--- config.mk ---
export PLATFORM = sky130hd
export DESIGN_NAME = watch_set_cu_flat
export DESIGN_NICKNAME = d
export VERILOG_FILES = /design/src/rtl/watch_set_pkg.sv /design/src/rtl/watch_set_cu_if.sv /design/src/rtl/watch_set_timer.sv /design/src/rtl/watch_set_cu.sv /design/src/flat_wrapper.sv
export SDC_FILE = /design/constraint.sdc
export NUM_CORES = 1
export LEC_CHECK = 0
export ABC_AREA = 0
export CORE_AREA = 3 3 40 42
export CTS_CLUSTER_SIZE = 40
export DETAILED_ROUTE_END_ITERATION = 6
export DIE_AREA = 0 0 43 45
export PLACE_DENSITY = 0.79
export SETUP_SLACK_MARGIN = 0.02
export SLEW_MARGIN = 40
export SYNTH_ARGS = -nofsm -noshare
export SYNTH_HDL_FRONTEND = slang
export SYNTH_SLANG_ARGS = --single-unit
--- constraint.sdc ---
create_clock -name clk -period 2.5 [get_ports clk]
set_input_delay 0.5 -clock clk [delete_from_list [all_inputs] [get_ports clk]]
set_output_delay 0.5 -clock clk [all_outputs]
set_load 0.005 [all_outputs]
--- src/rtl/watch_set_pkg.sv ---
// Shared encodings for the watch time-setting control unit: FSM states,
// button bit positions and the default inactivity timeout.
package watch_set_pkg;

    localparam logic [1:0] ST_RUN  = 2'b00;
    localparam logic [1:0] ST_EDIT = 2'b01;
    localparam logic [1:0] ST_HOLD = 2'b10;

    localparam int BTN_R = 0;
    localparam int BTN_L = 1;
    localparam int BTN_U = 2;
    localparam int BTN_D = 3;

    localparam int TIMEOUT_SEC_DEF = 10;

endpackage

--- src/rtl/watch_set_cu_if.sv ---
// Button/switch inputs and field-select/strobe outputs of watch_set_cu.
// master = stimulus side (button logic), slave = the control unit.
interface watch_set_cu_if #(
    parameter int NUM_FIELDS = 3
);
    logic                  i_tick_1hz;
    logic                  i_select;
    logic [3:0]            i_btn;
    logic                  o_edit;
    logic [NUM_FIELDS-1:0] o_field_sel;
    logic                  o_inc;
    logic                  o_dec;
    logic                  o_blink;

    modport master (
        output i_tick_1hz, i_select, i_btn,
        input  o_edit, o_field_sel, o_inc, o_dec, o_blink
    );

    modport slave (
        input  i_tick_1hz, i_select, i_btn,
        output o_edit, o_field_sel, o_inc, o_dec, o_blink
    );
endinterface

--- src/rtl/watch_set_timer.sv ---
// Inactivity counter for edit mode: counts ticks, cleared by activity,
// pulses expire for one cycle on the tick that reaches TIMEOUT_SEC.
module watch_set_timer #(
    parameter int TIMEOUT_SEC = 10
) (
    input  logic clk,
    input  logic rst,
    input  logic clr,
    input  logic tick,
    output logic expire
);
    localparam logic [7:0] LAST_CNT = 8'(TIMEOUT_SEC - 1);

    logic [7:0] cnt_r;

    // Expiry fires on the counting tick itself; a clear in the same cycle wins.
    always_comb begin
        expire = tick & ~clr & (cnt_r == LAST_CNT);
    end

    // Tick counter; wraps to zero when it expires.
    always_ff @(posedge clk or posedge rst) begin
        if (rst) begin
            cnt_r <= 8'd0;
        end else if (clr) begin
            cnt_r <= 8'd0;
        end else if (tick) begin
            if (cnt_r == LAST_CNT) begin
                cnt_r <= 8'd0;
            end else begin
                cnt_r <= cnt_r + 8'd1;
            end
        end else begin
            cnt_r <= cnt_r;
        end
    end
endmodule

--- src/rtl/watch_set_cu.sv ---
// Time-setting control unit: field navigation, inc/dec strobes and blink phase.
// Optional inactivity auto-exit when WATCH_SET_TIMEOUT_EN is defined.
module watch_set_cu
    import watch_set_pkg::*;
#(
    parameter int NUM_FIELDS = 3
`ifdef WATCH_SET_TIMEOUT_EN
    , parameter int TIMEOUT_SEC = TIMEOUT_SEC_DEF
`endif
) (
    input  logic          clk,
    input  logic          rst,
    watch_set_cu_if.slave bus
);
    localparam int FIDX_W = $clog2(NUM_FIELDS);
    localparam logic [FIDX_W-1:0] FIDX_ZERO = FIDX_W'(0);
    localparam logic [FIDX_W-1:0] FIDX_ONE  = FIDX_W'(1);
    localparam logic [FIDX_W-1:0] FIDX_MAX  = FIDX_W'(NUM_FIELDS - 1);

    function automatic logic [NUM_FIELDS-1:0] field_onehot(input logic [FIDX_W-1:0] idx);
        logic [NUM_FIELDS-1:0] v;
        for (int i = 0; i < NUM_FIELDS; i++) begin
            v[i] = (idx == FIDX_W'(i));
        end
        return v;
    endfunction

    logic [1:0]            state_r, state_s;
    logic [FIDX_W-1:0]     fidx_r, fidx_s;
    logic                  blink_r, blink_s;
    logic                  edit_r;
    logic [NUM_FIELDS-1:0] field_sel_r, field_sel_s;
    logic                  inc_r, inc_s;
    logic                  dec_r, dec_s;
    logic                  nav_s, mv_l_s, mv_r_s, inc_req_s, dec_req_s, act_s;
    logic                  expire_s;

    // Button decode: navigation masks up/down, opposing pairs cancel.
    always_comb begin
        nav_s     = bus.i_btn[BTN_L] | bus.i_btn[BTN_R];
        mv_l_s    = bus.i_btn[BTN_L] & ~bus.i_btn[BTN_R];
        mv_r_s    = bus.i_btn[BTN_R] & ~bus.i_btn[BTN_L];
        inc_req_s = ~nav_s & bus.i_btn[BTN_U] & ~bus.i_btn[BTN_D];
        dec_req_s = ~nav_s & bus.i_btn[BTN_D] & ~bus.i_btn[BTN_U];
        act_s     = mv_l_s | mv_r_s | inc_req_s | dec_req_s;
    end

`ifdef WATCH_SET_TIMEOUT_EN
    logic timer_clr_s;
    logic timer_tick_s;

    // Timer runs only while editing; any accepted button restarts it.
    always_comb begin
        timer_clr_s  = act_s | (state_r != ST_EDIT);
        timer_tick_s = bus.i_tick_1hz & (state_r == ST_EDIT);
    end

    watch_set_timer #(
        .TIMEOUT_SEC (TIMEOUT_SEC)
    ) u_timer (
        .clk    (clk),
        .rst    (rst),
        .clr    (timer_clr_s),
        .tick   (timer_tick_s),
        .expire (expire_s)
    );
`else
    assign expire_s = 1'b0;
`endif

    // Next state, field index, blink phase and strobes.
    always_comb begin
        state_s = state_r;
        fidx_s  = fidx_r;
        blink_s = 1'b1;
        inc_s   = 1'b0;
        dec_s   = 1'b0;
        case (state_r)
            ST_RUN: begin
                if (bus.i_select) begin
                    state_s = ST_EDIT;
                    fidx_s  = FIDX_ZERO;
                end else begin
                    state_s = ST_RUN;
                end
            end
            ST_EDIT: begin
                if (!bus.i_select) begin
                    state_s = ST_RUN;
                end else if (act_s) begin
                    if (mv_l_s) begin
                        fidx_s = (fidx_r == FIDX_MAX) ? FIDX_ZERO : fidx_r + FIDX_ONE;
                    end else if (mv_r_s) begin
                        fidx_s = (fidx_r == FIDX_ZERO) ? FIDX_MAX : fidx_r - FIDX_ONE;
                    end else begin
                        fidx_s = fidx_r;
                    end
                    inc_s = inc_req_s;
                    dec_s = dec_req_s;
                end else if (expire_s) begin
                    state_s = ST_HOLD;
                end else if (bus.i_tick_1hz) begin
                    blink_s = ~blink_r;
                end else begin
                    blink_s = blink_r;
                end
            end
            ST_HOLD: begin
                if (!bus.i_select) begin
                    state_s = ST_RUN;
                end else begin
                    state_s = ST_HOLD;
                end
            end
            default: begin
                state_s = ST_RUN;
                fidx_s  = FIDX_ZERO;
            end
        endcase
    end

    // Field-select decode of the next index; blank outside edit.
    always_comb begin
        if (state_s == ST_EDIT) begin
            field_sel_s = field_onehot(fidx_s);
        end else begin
            field_sel_s = '0;
        end
    end

    // State and output registers.
    always_ff @(posedge clk or posedge rst) begin
        if (rst) begin
            state_r     <= ST_RUN;
            fidx_r      <= FIDX_ZERO;
            blink_r     <= 1'b1;
            edit_r      <= 1'b0;
            field_sel_r <= '0;
            inc_r       <= 1'b0;
            dec_r       <= 1'b0;
        end else begin
            state_r     <= state_s;
            fidx_r      <= fidx_s;
            blink_r     <= blink_s;
            edit_r      <= (state_s == ST_EDIT);
            field_sel_r <= field_sel_s;
            inc_r       <= inc_s;
            dec_r       <= dec_s;
        end
    end

    assign bus.o_edit      = edit_r;
    assign bus.o_field_sel = field_sel_r;
    assign bus.o_inc       = inc_r;
    assign bus.o_dec       = dec_r;
    assign bus.o_blink     = blink_r;
endmodule

--- src/flat_wrapper.sv ---
// flat-port wrapper written by rule: the top's interface ports become plain ports
module watch_set_cu_flat import watch_set_pkg::*;
#(
    parameter int NUM_FIELDS = 3

)
  (clk, rst, bus_i_tick_1hz, bus_i_select, bus_i_btn, bus_o_edit, bus_o_field_sel, bus_o_inc, bus_o_dec, bus_o_blink);
  watch_set_cu_if #(.NUM_FIELDS(NUM_FIELDS)) bus_i ();
  input  logic clk;
  input  logic rst;
  input wire logic [$bits(bus_i.i_tick_1hz)-1:0] bus_i_tick_1hz;
  input wire logic [$bits(bus_i.i_select)-1:0] bus_i_select;
  input wire logic [$bits(bus_i.i_btn)-1:0] bus_i_btn;
  output wire logic [$bits(bus_i.o_edit)-1:0] bus_o_edit;
  output wire logic [$bits(bus_i.o_field_sel)-1:0] bus_o_field_sel;
  output wire logic [$bits(bus_i.o_inc)-1:0] bus_o_inc;
  output wire logic [$bits(bus_i.o_dec)-1:0] bus_o_dec;
  output wire logic [$bits(bus_i.o_blink)-1:0] bus_o_blink;
  assign bus_i.i_tick_1hz = bus_i_tick_1hz;
  assign bus_i.i_select = bus_i_select;
  assign bus_i.i_btn = bus_i_btn;
  assign bus_o_edit = bus_i.o_edit;
  assign bus_o_field_sel = bus_i.o_field_sel;
  assign bus_o_inc = bus_i.o_inc;
  assign bus_o_dec = bus_i.o_dec;
  assign bus_o_blink = bus_i.o_blink;
  watch_set_cu #(.NUM_FIELDS(NUM_FIELDS)) u_core (.clk(clk), .rst(rst), .bus(bus_i));
endmodule
# [Word-level counts from Yosys, hierarchy flattened]
# Index checks and enable logic that the tools add are counted.
[op_classes] n_addsub=2 eq_ne=7 mux=23 bitwise_logic=16 n_reduce_logical=3
[op_table] cell="$mux 2" count=9
[op_table] cell="$pmux 2 s3" count=2
[op_table] cell="$mux 1" count=11
[op_table] cell="$and 1x1->1" count=6
[op_table] cell="$eq 2x1->1 const B" count=3
[op_table] cell="$eq 2x2->1 const B" count=3
[op_table] cell="$logic_not 2->1" count=3
[op_table] cell="$not 1->1" count=6
[op_table] cell="$ne 4x3->1 const B" count=1
[op_table] cell="$or 1x1->1" count=4
[op_table] cell="$mux 3" count=1
[op_table] cell="$add 2x1->2 const B" count=1
[op_table] cell="$sub 2x1->2 const B" count=1
[totals] reg_bits=11 input_bits=8 out_inout_bits=7 wordCells=58

# [Depth between registers and ports, before layout]
[depth] ltp_word=11 mapped_depth=6 depth_no_buf=6

# [Least setup slack after synthesis]
# Ideal clock, no wire load.
[synth_timing] path_type="input -> register" start="input port bus_i_btn[0]" end="register u_core.fidx_r[1]" setup_time_ps=124 arrival_time_ps=1664 required_ps=2376 path_slack_ps=712 stages=6 n_path_buf=0 cell_sequence="inv_1 > ha_1 > o21a_1 > o211ai_4 > o211a_4 > or2_1"
[synth_via] elab_chain_cells=9 word_cells_on_any_way=17 classes_between="5 x mux; 12 x bitwise"
[synth_lines] item="from (decl)" line="flat_wrapper.sv:13" source="input wire logic [$bits(bus_i.i_btn)-1:0] bus_i_btn;"
[synth_lines] item="$or 1x1->1" line="watch_set_cu.sv:40" source="nav_s = bus.i_btn[BTN_L] | bus.i_btn[BTN_R];"
[synth_lines] item="$not 1->1" line="watch_set_cu.sv:43, watch_set_cu.sv:44"
[synth_lines] item="$and 1x1->1 (2 in series)" line="watch_set_cu.sv:43" source="inc_req_s = ~nav_s & bus.i_btn[BTN_U] & ~bus.i_btn[BTN_D];"
[synth_lines] item="$or 1x1->1 (2 in series)" line="watch_set_cu.sv:45" source="act_s = mv_l_s | mv_r_s | inc_req_s | dec_req_s;"
[synth_lines] item="$mux 2 (*)" line="watch_set_cu.sv:90" source="end else if (act_s) begin"
[synth_lines] item="$mux 2 (*)" line="watch_set_cu.sv:88" source="if (!bus.i_select) begin"
[synth_lines] item="$pmux 2 s3 (*)" line="watch_set_cu.sv:78" source="case (state_r)"
[synth_lines] item="net u_core.fidx_s[1]" line="watch_set_cu.sv:29" source="logic [FIDX_W-1:0] fidx_r, fidx_s;"
[synth_lines] item="to (signal assigned)" line="watch_set_cu.sv:143" source="fidx_r <= fidx_s;"
[synth_lines] item="to (decl)" line="watch_set_cu.sv:29"
# The timed path passes the listed nets; every way through them passes the cells marked *.
# A chain may end at the register's enable or synchronous reset.

# [Final worst setup path]
# Same ends and word-level chain as after synthesis.

==> metrics.cfg <==
[synth]
synth_edf_count=0
ys_warn_count=0
ys_dominant_reg_cell=dfrtp_1
synth_commonest_cells=dfrtp_1, ha_1, inv_1, nand2_1, nor3b_1
yosysMostFrequentCell=dfrtp_1
ys_ff_latch=11
syn_inst=59
synth_fp_nets=73
synth_area_um2=656
ys_seq_area_share_pct=42.2
post-synth-top-area-cell=dfrtp_1
avgSynthCellArea_um2=11.1
synth_top_area_share_pct=38.2
synth.distinct_cells=32
synthTopCellsByArea=dfrtp_1, ha_1, dfstp_2
async_flop_share_pct=100

[power]
total_leakage_power_nw=0.371
p_per_area_nw_per_um2=469
peakVddDrop_v=0.000193

[place]
placed_cells=87
dp_hpwl_um=931
place_area_um2=812
place_congestion=0.849
io_buffers=14

[route]
dr_total_vias=498
wl_met2_um=585
drcViolationCount=0
vias_per_cell=5.47
drt_wl_total_mm=1.23
met3WireLength_um=78
drt_iter0_markers=5
drt-met1-wl_um=547
top_layer=met4
final_antenna_net_count=0
drtPass1Iterations=4
wire_per_inst_um=13.5

[sta]
slew_violations=0
rsz0062_at_grt=false
fmax_ghz=0.464
timing.final.crit_share_pct=86.2
fin_crit_ns=2.15
tightestPinTransition_ns=0.389
holdWs_ns=0.521
skew_ns=0.00223
setup_violations=0
relSlewSlack_pct=74.0
hold_violations=0
finalSetupTns_ns=0

[clock_network]
cts_tree=done
cts_sinks=11
clock_path_buffers=2
insertion_delay_ns=0.26
cts_resized=0
clockRootBuffer=clkbuf_4
post-cts-setup-buffers=0
htreeDepth=1
holdBufCountCts=0
numCtsBuffers=3
cts.reportedPaths.clkPinSlew_ns=0.07

[grt]
antenna_found_initial=0
grt_overflow=0
grt_max_degree=12
grt_pass1_vias=446
grt_first_pass_wirelength_mm=1.94
grt_use_total_pct=13.6

[cells_and_area]
num_antenna_cells=0
nFillCells=119
final_area_um2=838
syn2layout_area_growth_pct=27.9
fin_nets=91
drive_gt1_share_pct=15.8
layout.cells.non_filler=91

[floorplan]
die_x_um=43
coreArea_um2=1280
start_util_pct=51.0
rows=13
die-area_um2=1940
ioPinCount=15
die_h_um=45

[critical_path]
critPathMaxStageDelay_ns=0.48
required_ns=2.65
worst_path_max_delay_cell=clkdlybuf4s50_1
worstPathArrival_ns=2.30
path_cells=clkdlybuf4s50_1 > inv_1 > ha_1 > o21a_1 > o211ai_4 > o211a_4 > or2_1
crit_path_start_kind=input port
crit_start=bus_i_btn[0]
reg2reg_from=u_core.fidx_r[0]$_DFF_PP0_
crit_type=in -> reg
critPathMaxFanout=5
endpoint_kind=flip-flop

[run]
drv_cap=0

[min_path]
hold_path.class=in -> async

[outcome]
status=finished, final reports clean

-- worst paths after layout --
path | cells after the start | slack, ns | to
max reg2reg | 6 | 0.98 | u_core.bus.o_field_sel[2]$_DFF_PP0_
max in group asynchronous | 2 | 1.67 | u_core.bus.o_blink$_DFFE_PP1P_
min | 2 | 0.52 | u_core.state_r[1]$_DFF_PP0_
min in group clk | 1 | 0.54 | u_core.bus.o_edit$_DFF_PP0_
max | 7 | 0.35 | u_core.fidx_r[1]$_DFF_PP0_
min reg2reg | 1 | 0.54 | u_core.bus.o_edit$_DFF_PP0_
-- power breakdown --
| part | switching, mW | leakage (nW) | internal, mW | total, mW |
|---|---|---|---|---|
| logic | 0.0415 | 0.213 | 0.0432 | 0.0847 |
| registers | 0.00682 | 0.143 | 0.186 | 0.193 |
| clock network | 0.0535 | 0.0150 | 0.0616 | 0.115 |
-- metal layers --
metal / track usage (%) / vias to the layer above
li1: - / 244
met1: 16.2 / 232
met2: 21.9 / 20
met3: 4.38 / 2
met4: 7.83 / 0
met5: 0 / -
-- cell families after synthesis --
group | share of synthesized area (%)
AO/OA/AOI/OAI | 19.7
XOR/XNOR | 3.82
adder cells (fa/ha/maj) | 11.5
buffers and inverters | 4.39
flip-flops | 42.2
multiplexers | 1.53
AND/OR/NAND/NOR | 17.0
-- worst max-delay path: cells and delay by family --
kind / cells / cell delay [ns]
adder cells (fa/ha/maj): 1 / 0.41
AO/OA/AOI/OAI: 3 / 0.65
buffers and inverters: 2 / 0.54
AND/OR/NAND/NOR: 1 / 0.20
-- registers in the layout, summed over array words and instances, names as in the netlist --
name	count
u_core.bus.o_blink	1
u_core.bus.o_field_sel	3
u_core.bus.o_inc	1
u_core.state_r	2
u_core.fidx_r	2
u_core.bus.o_edit	1
u_core.bus.o_dec	1
-- area by class of cell --
class	count	area, um2	area share, %
tap	15	18.8	2.24
multi-input combinational	41	350	41.8
sequential	11	277	33.0
timing repair buffer	15	148	17.6
clock buffer	4	26.3	3.13
inverter	5	18.8	2.24
-- per-stage QoR --
| stage | util [%] | setup slack (ns) | power, mW |
|---|---|---|---|
| 5_1_grt | 65.2 | 0.264 | 0.415 |
| 4_1_cts | 65.2 | 0.369 | 0.398 |
| 3_3_place_gp | 63.2 | 0.168 | 0.277 |
| 6_report | 65.2 | 0.345 | 0.393 |
| 2_1_floorplan | - | 0.712 | 0.247 |
| 3_5_place_dp | 63.2 | 0.0859 | 0.280 |
-- cells in the final DEF (no fill, tap or decap), drive strengths merged --
master	n
o221ai	1
nor4	1
nor3	2
o211ai	2
inv	5
ha	6
and3b	1
clkdlybuf4s50	14
o211a	1
o221a	1
o21a	3
buf	1
nor2b	2
nand3	1
nor3b	3
mux2i	1
nand2	5
or2	1
xor2	1
nor2	1
clkbuf	4
a2bb2oi	1
nand4	1
o21ba	1
xnor2	1
a21oi	2
dfstp	1
dfrtp	10
o21ai	2
No activity file was read; power rests on OpenSTA's default activity.
